### config.mk
export PLATFORM = sky130hd
export DESIGN_NAME = vdc_bg_fetch
export DESIGN_NICKNAME = d
export VERILOG_FILES = /design/src/rtl/vdc_bg_fetch_pkg.sv /design/src/rtl/vdc_bg_fetch_shifter.sv /design/src/rtl/vdc_bg_fetch.sv
export SDC_FILE = /design/constraint.sdc
export NUM_CORES = 1
export LEC_CHECK = 0
export ABC_AREA = 1
export CAP_MARGIN = 20
export CORE_AREA = 4 4 137 139
export CTS_CLUSTER_SIZE = 28
export DETAILED_ROUTE_END_ITERATION = 8
export DIE_AREA = 0 0 141 143
export GPL_ROUTABILITY_DRIVEN = 0
export GPL_TIMING_DRIVEN = 0
export PLACE_DENSITY = 0.81
export SLEW_MARGIN = 40
export SYNTH_ARGS = -nofsm -noshare
export SYNTH_HDL_FRONTEND = slang
export SYNTH_SLANG_ARGS = --single-unit
### constraint.sdc
create_clock -name clock -period 5.39 [get_ports clock]
set_clock_uncertainty 0.1 [all_clocks]
set_input_delay 1.078 -clock clock [delete_from_list [all_inputs] [get_ports clock]]
set_output_delay 1.078 -clock clock [all_outputs]
set_load 0.005 [all_outputs]
### src/rtl/vdc_bg_fetch_pkg.sv
// -----------------------------------------------------------------------------
// VDCDefines: shared types and constants for the VDC background fetch engine.
//   bat_entry_t  - one BAT word: palette in [15:12], tile index in [11:0]
//   tile_line_t  - one fetched 8-pixel char row: palette + CG0 + CG1 planes
//   SLOT_*       - position of each VRAM read inside the 8-clock char slot
//   map_width_e  - decoded virtual-screen width
//   bat_addr()   - row/column to BAT word address for the current map size
// -----------------------------------------------------------------------------
package VDCDefines;

    localparam logic [2:0] SLOT_BAT  = 3'd0;
    localparam logic [2:0] SLOT_CG0  = 3'd4;
    localparam logic [2:0] SLOT_CG1  = 3'd6;
    localparam logic [2:0] SLOT_LAST = 3'd7;

    typedef enum logic [1:0] {
        MAP_W32  = 2'b00,
        MAP_W64  = 2'b01,
        MAP_W128 = 2'b10
    } map_width_e;

    typedef enum logic [1:0] {
        ST_IDLE,
        ST_PREFETCH,
        ST_RUN,
        ST_DONE
    } bg_state_e;

    typedef struct packed {
        logic [3:0]  palette;
        logic [11:0] tile;
    } bat_entry_t;

    typedef struct packed {
        logic [3:0]  palette;
        logic [15:0] cg0;
        logic [15:0] cg1;
    } tile_line_t;

    // scr_w = 2'b11 is treated as 128 wide, same as 2'b10.
    function automatic map_width_e decode_width(input logic [1:0] scr_w);
        if (scr_w[1]) begin
            return MAP_W128;
        end else if (scr_w[0]) begin
            return MAP_W64;
        end else begin
            return MAP_W32;
        end
    endfunction

    // row*W + col with col < W is a plain concatenation of row and col bits.
    function automatic logic [15:0] bat_addr(
        input logic [5:0] map_row,
        input logic [6:0] tile_col,
        input logic [1:0] scr_w,
        input logic       scr_h
    );
        logic [5:0]  row;
        logic [15:0] addr;
        row = scr_h ? map_row : {1'b0, map_row[4:0]};
        case (decode_width(scr_w))
            MAP_W32: addr = {5'd0, row, tile_col[4:0]};
            MAP_W64: addr = {4'd0, row, tile_col[5:0]};
            default: addr = {3'd0, row, tile_col};
        endcase
        return addr;
    endfunction

endpackage

### src/rtl/vdc_bg_fetch_shifter.sv
// -----------------------------------------------------------------------------
// vdc_bg_shifter: 8-pixel serialiser for one tile_line_t.
//   clock, reset : pixel clock, asynchronous active-high reset
//   load         : take line_in this clock (its pixel 0 is output immediately)
//   shift        : advance one pixel per clock
//   line_in      : char row to serialise
//   pixel        : {0, palette, CG1 hi, CG1 lo, CG0 hi, CG0 lo} of current pixel
// -----------------------------------------------------------------------------
module vdc_bg_shifter
    import VDCDefines::*;
(
    input  logic       clock,
    input  logic       reset,
    input  logic       load,
    input  logic       shift,
    input  tile_line_t line_in,
    output logic [8:0] pixel
);

    tile_line_t line_reg;
    tile_line_t src;

    // On a load clock the new line is presented directly so pixel 0 appears
    // in the same clock as the load, without an extra pipeline stage.
    always_comb begin
        src = load ? line_in : line_reg;
    end

    // Bits 15 and 7 of each plane hold the current pixel; shifting the whole
    // word left drains the upper and lower bytes in lockstep.
    assign pixel = {1'b0, src.palette, src.cg1[15], src.cg1[7], src.cg0[15], src.cg0[7]};

    always_ff @(posedge clock or posedge reset) begin
        if (reset) begin
            line_reg <= '0;
        end else if (shift) begin
            line_reg.palette <= src.palette;
            line_reg.cg0     <= {src.cg0[14:0], 1'b0};
            line_reg.cg1     <= {src.cg1[14:0], 1'b0};
        end
    end

endmodule

### src/rtl/vdc_bg_fetch.sv
// -----------------------------------------------------------------------------
// vdc_bg_fetch: HuC6270 background fetch / serialiser engine.
// Fetches BAT + CG0 + CG1 for each char in a fixed 8-clock slot, keeps
// PIPE_LEN chars in flight and serialises one 9-bit VD pixel per clock.
//   clock, reset      : pixel/VRAM clock, asynchronous active-high reset
//   line_start        : 1-clk pulse, (re)start the current scanline at slot 0
//   active            : display enable; low forces IDLE
//   bxr, byr          : X scroll in pixels, Y scroll + line in pixels
//   scr_w, scr_h      : map size (32/64/128 wide, 32/64 high, in tiles)
//   hdw               : displayed tiles minus 1
//   vram_addr/vram_rd : VRAM read request, data returns next clock on vram_data
//   slot_free         : VRAM slot not used by BG, CPU may take it
//   pix_valid/pix_out : displayed pixel toward the VCE (0 when not valid)
//   line_done         : 1-clk pulse after the last pixel of the line
// -----------------------------------------------------------------------------
module vdc_bg_fetch
    import VDCDefines::*;
#(
    parameter int PIPE_LEN = 2,
    parameter int ADDR_W   = 16
) (
    input  logic              clock,
    input  logic              reset,
    input  logic              line_start,
    input  logic              active,
    input  logic [9:0]        bxr,
    input  logic [8:0]        byr,
    input  logic [1:0]        scr_w,
    input  logic              scr_h,
    input  logic [6:0]        hdw,
    output logic [ADDR_W-1:0] vram_addr,
    output logic              vram_rd,
    input  logic [15:0]       vram_data,
    output logic              slot_free,
    output logic              pix_valid,
    output logic [8:0]        pix_out,
    output logic              line_done
);

    localparam logic [9:0] PREFETCH_LAST = 10'(PIPE_LEN - 1);

    bg_state_e   state_reg, state_next;
    logic [2:0]  slot_reg;
    logic [9:0]  char_reg;      // char slots elapsed since line start
    logic [10:0] pix_reg;       // pixels serialised in RUN, fine-scroll ones included
    bat_entry_t  bat_reg;
    logic [15:0] cg0_reg;
    tile_line_t  pipe_reg [PIPE_LEN];

    logic        fetching;
    logic        fetch_en;
    logic        running;
    logic [6:0]  tile_col;
    logic [10:0] vis_start;
    logic [10:0] vis_end;
    logic [10:0] vis_last;
    logic        in_window;
    logic [15:0] addr16;
    logic [8:0]  shift_pixel;

    // ---------------------------------------------------------------- control
    always_comb begin
        fetching  = (state_reg == ST_PREFETCH) || (state_reg == ST_RUN);
        // hdw+2 chars: the extra one covers the pixels pushed out by fine scroll
        fetch_en  = fetching && (char_reg < (10'(hdw) + 10'd2));
        running   = (state_reg == ST_RUN);
        // 7-bit add wraps at 128; the BAT function masks down to 32/64
        tile_col  = bxr[9:3] + char_reg[6:0];
        vis_start = {8'd0, bxr[2:0]};
        vis_end   = vis_start + {({1'b0, hdw} + 8'd1), 3'b000};
        vis_last  = vis_end - 11'd1;
        in_window = (pix_reg >= vis_start) && (pix_reg < vis_end);
    end

    always_comb begin
        state_next = state_reg;
        if (!active) begin
            state_next = ST_IDLE;
        end else if (line_start) begin
            state_next = ST_PREFETCH;
        end else begin
            case (state_reg)
                ST_IDLE: ;
                ST_PREFETCH: begin
                    if ((slot_reg == SLOT_LAST) && (char_reg == PREFETCH_LAST)) begin
                        state_next = ST_RUN;
                    end
                end
                ST_RUN: begin
                    if (pix_reg == vis_last) begin
                        state_next = ST_DONE;
                    end
                end
                ST_DONE: state_next = ST_IDLE;
                default: state_next = ST_IDLE;
            endcase
        end
    end

    always_ff @(posedge clock or posedge reset) begin
        if (reset) begin
            state_reg <= ST_IDLE;
        end else begin
            state_reg <= state_next;
        end
    end

    // ---------------------------------------------------------- VRAM requests
    always_comb begin
        addr16  = 16'h0000;
        vram_rd = 1'b0;
        if (fetch_en) begin
            case (slot_reg)
                SLOT_BAT: begin
                    vram_rd = 1'b1;
                    addr16  = bat_addr(byr[8:3], tile_col, scr_w, scr_h);
                end
                SLOT_CG0: begin
                    vram_rd = 1'b1;
                    addr16  = {bat_reg.tile, 1'b0, byr[2:0]};
                end
                SLOT_CG1: begin
                    vram_rd = 1'b1;
                    addr16  = {bat_reg.tile, 1'b1, byr[2:0]};
                end
                default: ;
            endcase
        end
    end

    assign vram_addr = ADDR_W'(addr16);
    assign slot_free = ~vram_rd;

    // ------------------------------------------------- counters, capture, pipe
    always_ff @(posedge clock or posedge reset) begin
        if (reset) begin
            slot_reg <= '0;
            char_reg <= '0;
            pix_reg  <= '0;
            bat_reg  <= '0;
            cg0_reg  <= '0;
            for (int i = 0; i < PIPE_LEN; i++) begin
                pipe_reg[i] <= '0;
            end
        end else if (!active || line_start) begin
            // restart (or drop) the line: next clock is slot 0 of char 0
            slot_reg <= '0;
            char_reg <= '0;
            pix_reg  <= '0;
            bat_reg  <= '0;
            cg0_reg  <= '0;
            for (int i = 0; i < PIPE_LEN; i++) begin
                pipe_reg[i] <= '0;
            end
        end else if (state_reg != ST_IDLE) begin
            slot_reg <= slot_reg + 3'd1;
            if (slot_reg == SLOT_LAST) begin
                char_reg <= char_reg + 10'd1;
            end
            if (running) begin
                pix_reg <= pix_reg + 11'd1;
            end
            // read data arrives one clock after each request slot
            if (fetch_en && (slot_reg == SLOT_BAT + 3'd1)) begin
                bat_reg <= bat_entry_t'(vram_data);
            end
            if (fetch_en && (slot_reg == SLOT_CG0 + 3'd1)) begin
                cg0_reg <= vram_data;
            end
            // the pipe keeps advancing after fetch stops so the head still moves
            if (fetching && (slot_reg == SLOT_LAST)) begin
                for (int i = PIPE_LEN - 1; i > 0; i--) begin
                    pipe_reg[i] <= pipe_reg[i-1];
                end
                pipe_reg[0] <= fetch_en ? {bat_reg.palette, cg0_reg, vram_data} : '0;
            end
        end
    end

    // ------------------------------------------------------------- serialiser
    vdc_bg_shifter u_shifter (
        .clock   (clock),
        .reset   (reset),
        .load    (running && (slot_reg == SLOT_BAT)),
        .shift   (running),
        .line_in (pipe_reg[PIPE_LEN-1]),
        .pixel   (shift_pixel)
    );

    assign pix_valid = running && in_window;
    assign pix_out   = pix_valid ? shift_pixel : 9'h000;
    assign line_done = (state_reg == ST_DONE);

endmodule

## After elaboration in Yosys (flattened, before gate mapping)

Cells that the tools add are included.

- Add/sub/neg operators: 8
- Order comparisons: 3
- Equal/unequal tests: 14
- Muxes and demuxes: 35
- Bitwise gates (word level): 1
- Reduce and logical (&&, ||, !) cells: 27

Operators with widths:

| operator | count |
|---|---|
| 2-to-1 mux 72 bit | 3 |
| 2-to-1 mux 16 bit | 7 |
| 2-to-1 mux 36 bit | 2 |
| one-hot mux 16 bit (3 select lines) | 1 |
| 2-to-1 mux 11 bit | 3 |
| 2-to-1 mux 10 bit | 3 |
| one-hot mux 13 bit (2 select lines) | 1 |
| 2-to-1 mux 2 bit | 7 |
| nonzero test 2 bit | 7 |
| equality test 3 bit, second input constant | 4 |
| adder 11 x 1 -> 11 bit, second input constant | 1 |
| adder 3 x 11 -> 11 bit | 1 |
| equality test 11 bit | 1 |
| >= comparator 11 x 3 -> 1 bit | 1 |
| < comparator 11 bit | 1 |
| subtractor 11 x 1 -> 11 bit, second input constant | 1 |
| adder 10 x 1 -> 10 bit, second input constant | 1 |
| equality test 10 x 1 -> 1 bit, second input constant | 1 |
| < comparator 10 x 8 -> 1 bit | 1 |
| AND reduction 2 bit | 5 |
| adder 7 x 1 -> 8 bit, second input constant | 1 |
| adder 7 x 2 -> 8 bit, second input constant | 1 |
| logical AND 1 bit | 8 |
| 2-to-1 mux 8 bit | 1 |
| other kinds (18) | 25 |

- Register bits after elaboration: 164
- Input port bits: 49
- Output and inout port bits: 29
- Logic and storage cells: 104

## Longest topological paths before layout

Gate-level depths: netlist of run 1.

- Word-level depth: 8
- Mapped depth: 17
- Mapped depth without buffers: 17

## Cells and area by module

A second synthesis of run 1 with hierarchy kept.

- Cell total of the unflattened synthesis: 1182
- Area total of the unflattened synthesis: 9107.5 um2

Modules (own cells, without submodules):

| module | times used | cells an instance | area an instance (um2) | seq. area each (um2) |
|---|---|---|---|---|
| vdc_bg_fetch | 1 | 892 | 7163.1 | 3253.1 |
| vdc_bg_shifter | 1 | 290 | 1944.4 | 850.8 |

## Least setup slack after synthesis of run 1

Ideal clock, no wire load.

- Path type: input -> output
- Start: input hdw[1]
- End: output vram_addr[10]
- Arrival time: 2852 ps
- Data required time: 4212 ps
- Setup slack: 1360 ps
- Stages on the path: 14
- Path buffers: 2
- Cells stage by stage: ha_1 inv_1 nor2_1 xor2_1 ha_1 a21oi_1 o21ai_0 nand2_1 nand2_1 a31oi_1 nand2_1 buf_2 clkbuf_1 a21oi_1

- Word-level cells in the longest chain between the ends: 4

Ends and longest elaborated chain:

| element | line | text |
|---|---|---|
| from (decl) | vdc_bg_fetch.sv:30 | `input logic [6:0] hdw,` |
| adder 7 x 2 -> 8 bit | vdc_bg_fetch.sv:65 | `fetch_en = fetching && (char_reg < (10'(hdw) + 10'd2));` |
| < comparator 10 x 8 -> 1 bit | vdc_bg_fetch.sv:65 |  |
| logical AND 1 bit | vdc_bg_fetch.sv:65 |  |
| 2-to-1 mux 16 bit | vdc_bg_fetch.sv:112 | `if (fetch_en) begin` |
| to (decl) | vdc_bg_fetch.sv:31 | `output logic [ADDR_W-1:0] vram_addr,` |

No other way between the ends.

## Worst setup path after layout of run 1

- Start: input hdw[5]
- End: output vram_addr[10]

The elaborated chain is that of the path after synthesis.

==> results of run 1 <==
==> routing by layer <==
metal	vias up	global-route usage (%)
met2	269	36.32
met5	-	0
met1	3598	30.11
met3	54	4.923
li1	3682	-
met4	0	9.740
==> path summary, 6_finish.rpt <==
path / end / depth (start not counted) / slack (ns) / start
setup / recovery: vram_addr[10] / 13 / 0.23 / hdw[5]
hold / removal: pipe_reg[24] / 2 / 0.39 / pipe_reg[24]
setup reg to reg: u_shifter.line_reg[35] / 10 / 2.92 / slot_reg[0]
hold reg to reg: pipe_reg[24] / 2 / 0.39 / pipe_reg[24]
max in group asynchronous: cg0_reg[11] / 6 / 3.43 / reset
min in group asynchronous: u_shifter.line_reg[12] / 2 / 0.81 / reset
==> worst max-delay path: stages <==
cell and delay [ns]:
clkdlybuf4s50_1 0.52, inv_1 0.12, nor3_2 0.23, nand2_1 0.09, ha_1 0.30, a211oi_2 0.19
nand2_1 0.08, a31oi_1 0.17, nand2_1 0.10, clkbuf_4 0.21, buf_2 0.20, a21oi_1 0.15
clkdlybuf4s50_1 0.53
==> area by class of cell <==
type	instances	area [um^2]
Buffer	42	193.9
Fill cell	1477	7310
Tap cell	229	286.5
Multi-Input combinational cell	689	3643
Inverter	177	668.1
Clock inverter	12	121.4
Timing Repair Buffer	81	883.3
Clock buffer	20	446.7
Sequential cell	164	4104
==> cells in the final DEF, fill, tap and decap left out, types with 3 or more instances in the layout <==
| master | instances |
|---|---|
| nand2_1 | 214 |
| inv_1 | 166 |
| dfrtp_1 | 164 |
| o21ai_0 | 129 |
| nor2_1 | 91 |
| clkdlybuf4s50_1 | 70 |
| o22ai_1 | 46 |
| a21oi_1 | 38 |
| ha_1 | 37 |
| nand3_1 | 36 |
| clkbuf_1 | 25 |
| o21ai_1 | 19 |
| clkbuf_16 | 17 |
| buf_2 | 14 |
| nor3_1 | 12 |
| inv_2 | 10 |
| nand2_2 | 7 |
| nand4_1 | 6 |
| nor2_2 | 5 |
| and3_1 | 5 |
| xor2_1 | 5 |
| clkinvlp_4 | 5 |
| inv_6 | 5 |
| buf_12 | 5 |
| buf_4 | 4 |
| a211oi_1 | 4 |
| o221ai_1 | 4 |
| nor2_4 | 3 |
| nor3_2 | 3 |
| clkbuf_2 | 3 |
==> cell usage after synthesis (14+ instances only) <==
cell type / instances
a21oi_1: 38
dfrtp_1: 164
o22ai_1: 46
clkbuf_1: 24
buf_2: 14
ha_1: 39
o21ai_1: 19
inv_1: 167
nor2_1: 91
nand3_1: 36
nand2_1: 215
o21ai_0: 129
==> cells by family (layout without fill, tap and decap cells) <==
logic type | after synthesis | after routing
XOR/XNOR | 7 | 7
buffers and inverters | 219 | 332
other | 1 | 1
AO/OA/AOI/OAI | 253 | 253
AND/OR/NAND/NOR | 388 | 388
flip-flops | 164 | 164
adder cells (fa/ha/maj) | 40 | 40
==> stage by stage <==
step | area (um^2) | worst slack (ns) | util (%) | total power (uW) | TNS (ns)
CTS | 10340 | 0.01961 | 58.55 | 3201 | 0
global route | 10350 | 0.01701 | 58.60 | 3351 | 0
global placement | 9615 | -0.2819 | 54.46 | 1997 | -1.210
finish | 10350 | 0.2340 | 58.60 | 3200 | 0
floorplan | 8588 | 1.360 | - | 1787 | 0
detailed placement | 9771 | -0.2941 | 55.34 | 2035 | -2.482
==> report_power, final <==
group	switching (uW)	internal (uW)	leakage (uW)
logic	372	230	0.00230
registers	70.5	1360	0.00225
clock network	516	656	0.000265
total	958	2240	0.00481
==> what timing repair did <==
action,4_1_cts,5_1_grt
setup endpoints to repair,19,15
hold buffers,0,0
resized for setup,5,14
==> qor.csv, run 1 <==
stage,metric,value,unit
clock_tree,worst skew pair latency,0.44,ns
synthesis,Synth Flop Type,dfrtp_1,
synthesis,yosys warns,0,
synthesis,Compound-Gate Fraction of Synth Area,16.40,%
synthesis,simple-gate share of the synthesized area,19.17,%
finish,Area Growth Syn to Fin,20.54,%
flow_run,number of max-cap violations,0,
placement,placed cell count,1382,
finish,Post-Layout Cell Count,1414,
route,Via density,5.377,
synthesis,Yosys top cell by area,dfrtp_1,
setup_path,crit-path max FO,10,
finish,nets@finish,1261,
status,status,"finished, final reports clean",
floorplan,die width,141,um
sta,crit path time final,5.156,ns
setup_path,WP data required,4.21,ns
setup_path,Crit Path Class,in2out,
synthesis,Cells after Synth,1072,
global_routing,number of global-route vias before repair,7651,
synthesis,Post-synth EDFFs,0,
route,wire length per cell,15.51,um
clock_tree,CTS tree,built,
clock_tree,CTS max path bufs,2,
synthesis,fraction of registers with async set/reset,100.0,%
synthesis,share of the synthesized area in the top cell type,47.81,%
sta,Slew Limit Fails,0,
synthesis,Mapped Area,8584,um^2
sta,final hold viol count,0,
clock_tree,CTS root buffer,clkbuf_16,
sta,Worst Max-Slew Pin Slew,0.7007,ns
synthesis,Netlist cell types,40,
synthesis,multiplexer share of the synthesized area,0,%
synthesis,XOR/XNOR Fraction of Synth Area,0.7142,%
route,vias,7603,
floorplan,Initial Util,48.62,%
clock_tree,CTS buffer count,17,
global_routing,initial antenna violation count,0,
synthesis,Synth Area in Adders,5.918,%
finish,max reg flops,72,
power_and_ir_drop,Worst VDD drop,0.2318,mV
route,DR WL met2,10.32,mm
worst_hold_path,Tightest Hold Check Type,reg2reg,
synthesis,largest family of logic cells by synthesized area,simple AND/OR/NAND/NOR gates,
placement,dpl hpwl,16.51,mm
route,met1 WL,9.725,mm
floorplan,IO Pins,78,
placement,Port Buffers,74,
synthesis,Seq cells post-synth,164,
sta,Final setup viols,0,
sta,hold slack,0.3909,ns
setup_path,worst path arrival time,3.98,ns
floorplan,Vert. Die Dim,143,um
clock_tree,H-tree level count,4,
route,DRT iter0 DRCs,582,
setup_path,Worst Setup End Kind,output port,
sta,unrepaired setup endpoints after global routing,no,
sta,max_slew headroom,53.29,%
synthesis,Post-Syn Area per Cell,8.008,um^2
finish,number of diodes,0,
clock_tree,clock sink count,164,
route,Top Metal Used,met4,
global_routing,Total GRT Usage,22.70,%
synthesis,sequential fraction of the synthesis area,47.81,%
global_routing,GR Overflow Total,0,
power_and_ir_drop,Leakage,0.004808,uW
sta,Fmax achieved,194.0,MHz
floorplan,Total Die Area,20160,um^2
route,Final ANT Viol Nets,0,
floorplan,Core ar.,17660,um^2
route,Post-route DRC,0,
finish,ratio of cells with drive above 1 in the final layout,8.354,%
clock_tree,total setup buffers inserted after CTS,0,
clock_tree,"Reg clk slew, reported paths",0.07,ns
route,final wirelength,21.93,mm
setup_path,Setup crit start kind,input port,
global_routing,first-pass GRT wire length,36.94,mm
sta,final period utilization,95.66,%
route,drt first pass iters,5,
synthesis,top post-synthesis cells by area,"dfrtp_1 48%, nand2_1 9.4%, o21ai_0 7.5%",
power_and_ir_drop,power density cells,309.2,nW/um^2
route,Met3 Wirelength,1.260,mm
global_routing,largest net degree at the start of global routing,28,
synthesis,Synthesized Nets,1161,
floorplan,row cnt,49,
No activity file was read; power rests on OpenSTA's default activity.
==> inputs of run 2 (changes only) <==
Settings changed: PLACE_DENSITY 0.81 to 0.79.
Clock period 5.39 ns to 5.3 ns, I/O delays scaled along.
==> run 2 against run 1 <==
  * Critical path depth is the same
  * Critical path type unchanged
  * Combinational power is 2% higher
  * Clock power is essentially flat
  * First-iteration DRC count down 4.1%
  * Sequential share of layout area shrank 0.22 points
  * Highest routed layer unchanged
==> qor.csv, run 2 (synthesis gave the netlist of run 1 again) <==
stage,metric,value,unit,change
worst_hold_path,Hold Path Stages,2,,unchanged
setup_path,CP max stage delay,0.53,ns,about the same
sta,max_slew headroom,52.74,%,was 53.29%
route,drt first pass iters,6,,was 5
flow_run,number of max-cap violations,0,,unchanged
global_routing,Total GRT Usage,22.22,%,was 22.70%
setup_path,Crit Path Class,in2out,,unchanged
worst_hold_path,Tightest Hold Check Type,reg2reg,,unchanged
setup_path,FF-to-FF End,u_shifter.line_reg[23],,was u_shifter.line_reg[35]
placement,dpl hpwl,16.62,mm,was 16.51 mm
sta,final setup margin,0.2121,ns,was 0.2340 ns
worst_hold_path,Hold Startpoint,u_shifter.line_reg[29],,was pipe_reg[24]
floorplan,Total Die Area,20160,um^2,unchanged
global_routing,number of global-route vias before repair,7331,,was 7651
global_routing,largest net degree at the start of global routing,26,,was 28
sta,Final setup viols,0,,unchanged
global_routing,GR Overflow Total,0,,unchanged
clock_tree,clock sink count,164,,unchanged
sta,final period utilization,96.00,%,
floorplan,Core ar.,17660,um^2,unchanged
route,DRT iter0 DRCs,558,,was 582
floorplan,IO Pins,78,,unchanged
setup_path,R2R Path Start,slot_reg[0],,unchanged
setup_path,worst path cell trace,clkdlybuf4s50_1 > inv_1 > nor3_2 > nand2_1 > ha_1 > a211oi_2 > nand2_1 > a31oi_2 > nand2_1 > clkbuf_4 > buf_2 > a21oi_1 > clkdlybuf4s50_1,,was clkdlybuf4s50_1 > inv_1 > nor3_2 > nand2_1 > ha_1 > a211oi_2 > nand2_1 > a31oi_1 > nand2_1 > clkbuf_4 > buf_2 > a21oi_1 > clkdlybuf4s50_1
finish,ratio of cells with drive above 1 in the final layout,8.622,%,was 8.354%
floorplan,Initial Util,48.62,%,unchanged
power_and_ir_drop,Worst VDD drop,0.2488,mV,was 0.2318 mV
floorplan,row cnt,49,,unchanged
route,Final ANT Viol Nets,0,,unchanged
power_and_ir_drop,Sw Share,29.64,%,was 29.95%
clock_tree,worst skew pair latency,0.44,ns,about the same
finish,nets@finish,1261,,unchanged
finish,final standard cell area without fillers,10410,um^2,was 10350 um^2
sta,Worst Max-Slew Pin Slew,0.7089,ns,was 0.7007 ns
status,status,"finished, final reports clean",,unchanged
power_and_ir_drop,Design Power,3229,uW,was 3200 uW
setup_path,Setup crit start kind,input port,,unchanged
clock_tree,CTS tree,built,,unchanged
setup_path,flop2flop setup slack,2.87,ns,was 2.92 ns
finish,max reg flops,72,,unchanged
power_and_ir_drop,power density cells,310.3,nW/um^2,was 309.2 nW/um^2
clock_tree,"Reg clk slew, reported paths",0.06,ns,was 0.07 ns
clock_tree,CTS max path bufs,2,,unchanged
placement,Area after DPL,9801,um^2,was 9771 um^2
setup_path,worst path arrival time,3.93,ns,was 3.98 ns
finish,# fillers,1513,,was 1477
sta,crit path time final,5.088,ns,
setup_path,WP data required,4.14,ns,was 4.21 ns
finish,Area Growth Syn to Fin,21.22,%,was 20.54%
floorplan,die width,141,um,unchanged
clock_tree,CTS buffer count,17,,unchanged
power_and_ir_drop,combinational fraction of design power,19.0,%,was 18.8%
worst_hold_path,Min-Delay Endpoint,u_shifter.line_reg[29],,was pipe_reg[24]
sta,final hold viol count,0,,unchanged
power_and_ir_drop,Leakage,0.004858,uW,was 0.004808 uW
route,wire length per cell,15.46,um,was 15.51 um
power_and_ir_drop,Seq pwr share,44.9,%,was 44.6%
global_routing,initial antenna violation count,0,,unchanged
setup_path,Worst Setup End Kind,output port,,unchanged
route,Post-route DRC,0,,unchanged
setup_path,R2R depth,8,,was 10
route,Via density,5.353,,was 5.377
route,vias,7558,,was 7603
setup_path,CP max stage cell,clkdlybuf4s50_1,,unchanged
sta,unrepaired setup endpoints after global routing,no,,unchanged
route,final wirelength,21.83,mm,was 21.93 mm
setup_path,CP top delay family,buffers and inverters,,unchanged
power_and_ir_drop,NetSw,957.3,uW,was 958.4 uW
clock_tree,CTS root buffer,clkbuf_16,,unchanged
sta,Slew Limit Fails,0,,unchanged
placement,pre-CTS setup slack,-0.4013,ns,was -0.2941 ns
setup_path,worst path bufs/invs,5,,unchanged
power_and_ir_drop,clock share of power,36.0,%,was 36.6%
setup_path,"most used cell, CP",nand2_1,,unchanged
global_routing,first-pass GRT wire length,35.97,mm,was 36.94 mm
finish,"commonest non-fill, non-tap cell in the layout",nand2_1,,unchanged
sta,Fmax achieved,196.5,MHz,
power_and_ir_drop,cell internal pwr,2272,uW,was 2241 uW
finish,most frequent cells in the layout,"213 x nand2_1, 166 x inv_1, 164 x dfrtp_1",,"was 214 x nand2_1, 166 x inv_1, 164 x dfrtp_1"
placement,Port Buffers,74,,unchanged
setup_path,crit-path max FO,10,,unchanged
floorplan,Vert. Die Dim,143,um,unchanged
finish,number of diodes,0,,unchanged
clock_tree,H-tree level count,4,,unchanged
run 2: cell types whose count changed in the layout (fill, tap and decap cells not counted), moves of 2 or more:
cell / previous run / this run
buf_12: 5 / 1
buf_16: 2 / 6
clkinv_2: 0 / 4
clkinvlp_4: 5 / 1
clkbuf_2: 3 / 1
clkdlybuf4s15_2: 0 / 2
inv_6: 5 / 3
run 2: power groups by stage:
stage | sequential, uW | combinational [uW] | clock (uW)
after floorplan | 1450 | 371 | 0
after global placement | 1470 | 568 | 0
after detailed placement | 1470 | 607 | 0
after CTS | 1450 | 611 | 1170
after global routing | 1470 | 694 | 1220
final | 1450 | 614 | 1160
run 2: final cells by class:
type	instances	area, um^2	area share (%)
Inverter	177	668.1	6.421
Clock inverter	11	102.6	0.9859
Clock buffer	19	442.9	4.256
Multi-Input combinational cell	689	3680	35.36
Tap cell	229	286.5	2.753
Buffer	42	193.9	1.864
Timing Repair Buffer	81	928.4	8.922
Sequential cell	164	4104	39.44
run 2: repair_timing:
action,4_1_cts,5_1_grt
buffers inserted,0,0
hold buffers,0,0
resized for setup,9,18
pin swaps,0,1
endpoints found under the setup margin,20,16
run 2: worst reg2reg max path: cells and delay by family (launching register included):
kind | cells | cell delay [ns]
flops | 1 | 0.44
simple gates | 1 | 0.38
compound gates | 2 | 0.44
buf+inv | 4 | 0.82
fa+ha+maj | 1 | 0.15
run 2: how the worst max path moves through the flow:
stage / cells after the start / from / slack [ns] / end
floorplan: 14 / hdw[1] / 1.31 / vram_addr[10]
global placement: 18 / hdw[1] / -0.35 / pix_out[3]
detailed placement: 18 / hdw[1] / -0.40 / pix_out[3]
CTS: 16 / hdw[0] / 0.01 / pix_out[1]
global route: 16 / hdw[5] / 0.03 / vram_addr[8]
finish: 13 / hdw[5] / 0.21 / vram_addr[6]
run 2: stage by stage:
stage	std cells	util, %	setup TNS (ns)	hold slack (ns)
floorplan	1072	-	0	0.3479
global placement	1375	54.46	-2.354	0.3619
detailed placement	1382	55.51	-3.179	0.3715
CTS	1412	58.65	0	0.3874
global route	1412	58.94	0	0.4076
finish	1412	58.94	0	0.3818
run 2: per-layer routing:
metal,GRT usage (%),part of all wire [%],up-vias
met1,30.18,45,3551
met5,0,0,-
met4,8.618,2.9,0
met2,35.76,46,269
met3,3.985,5.9,53
li1,-,-,3685
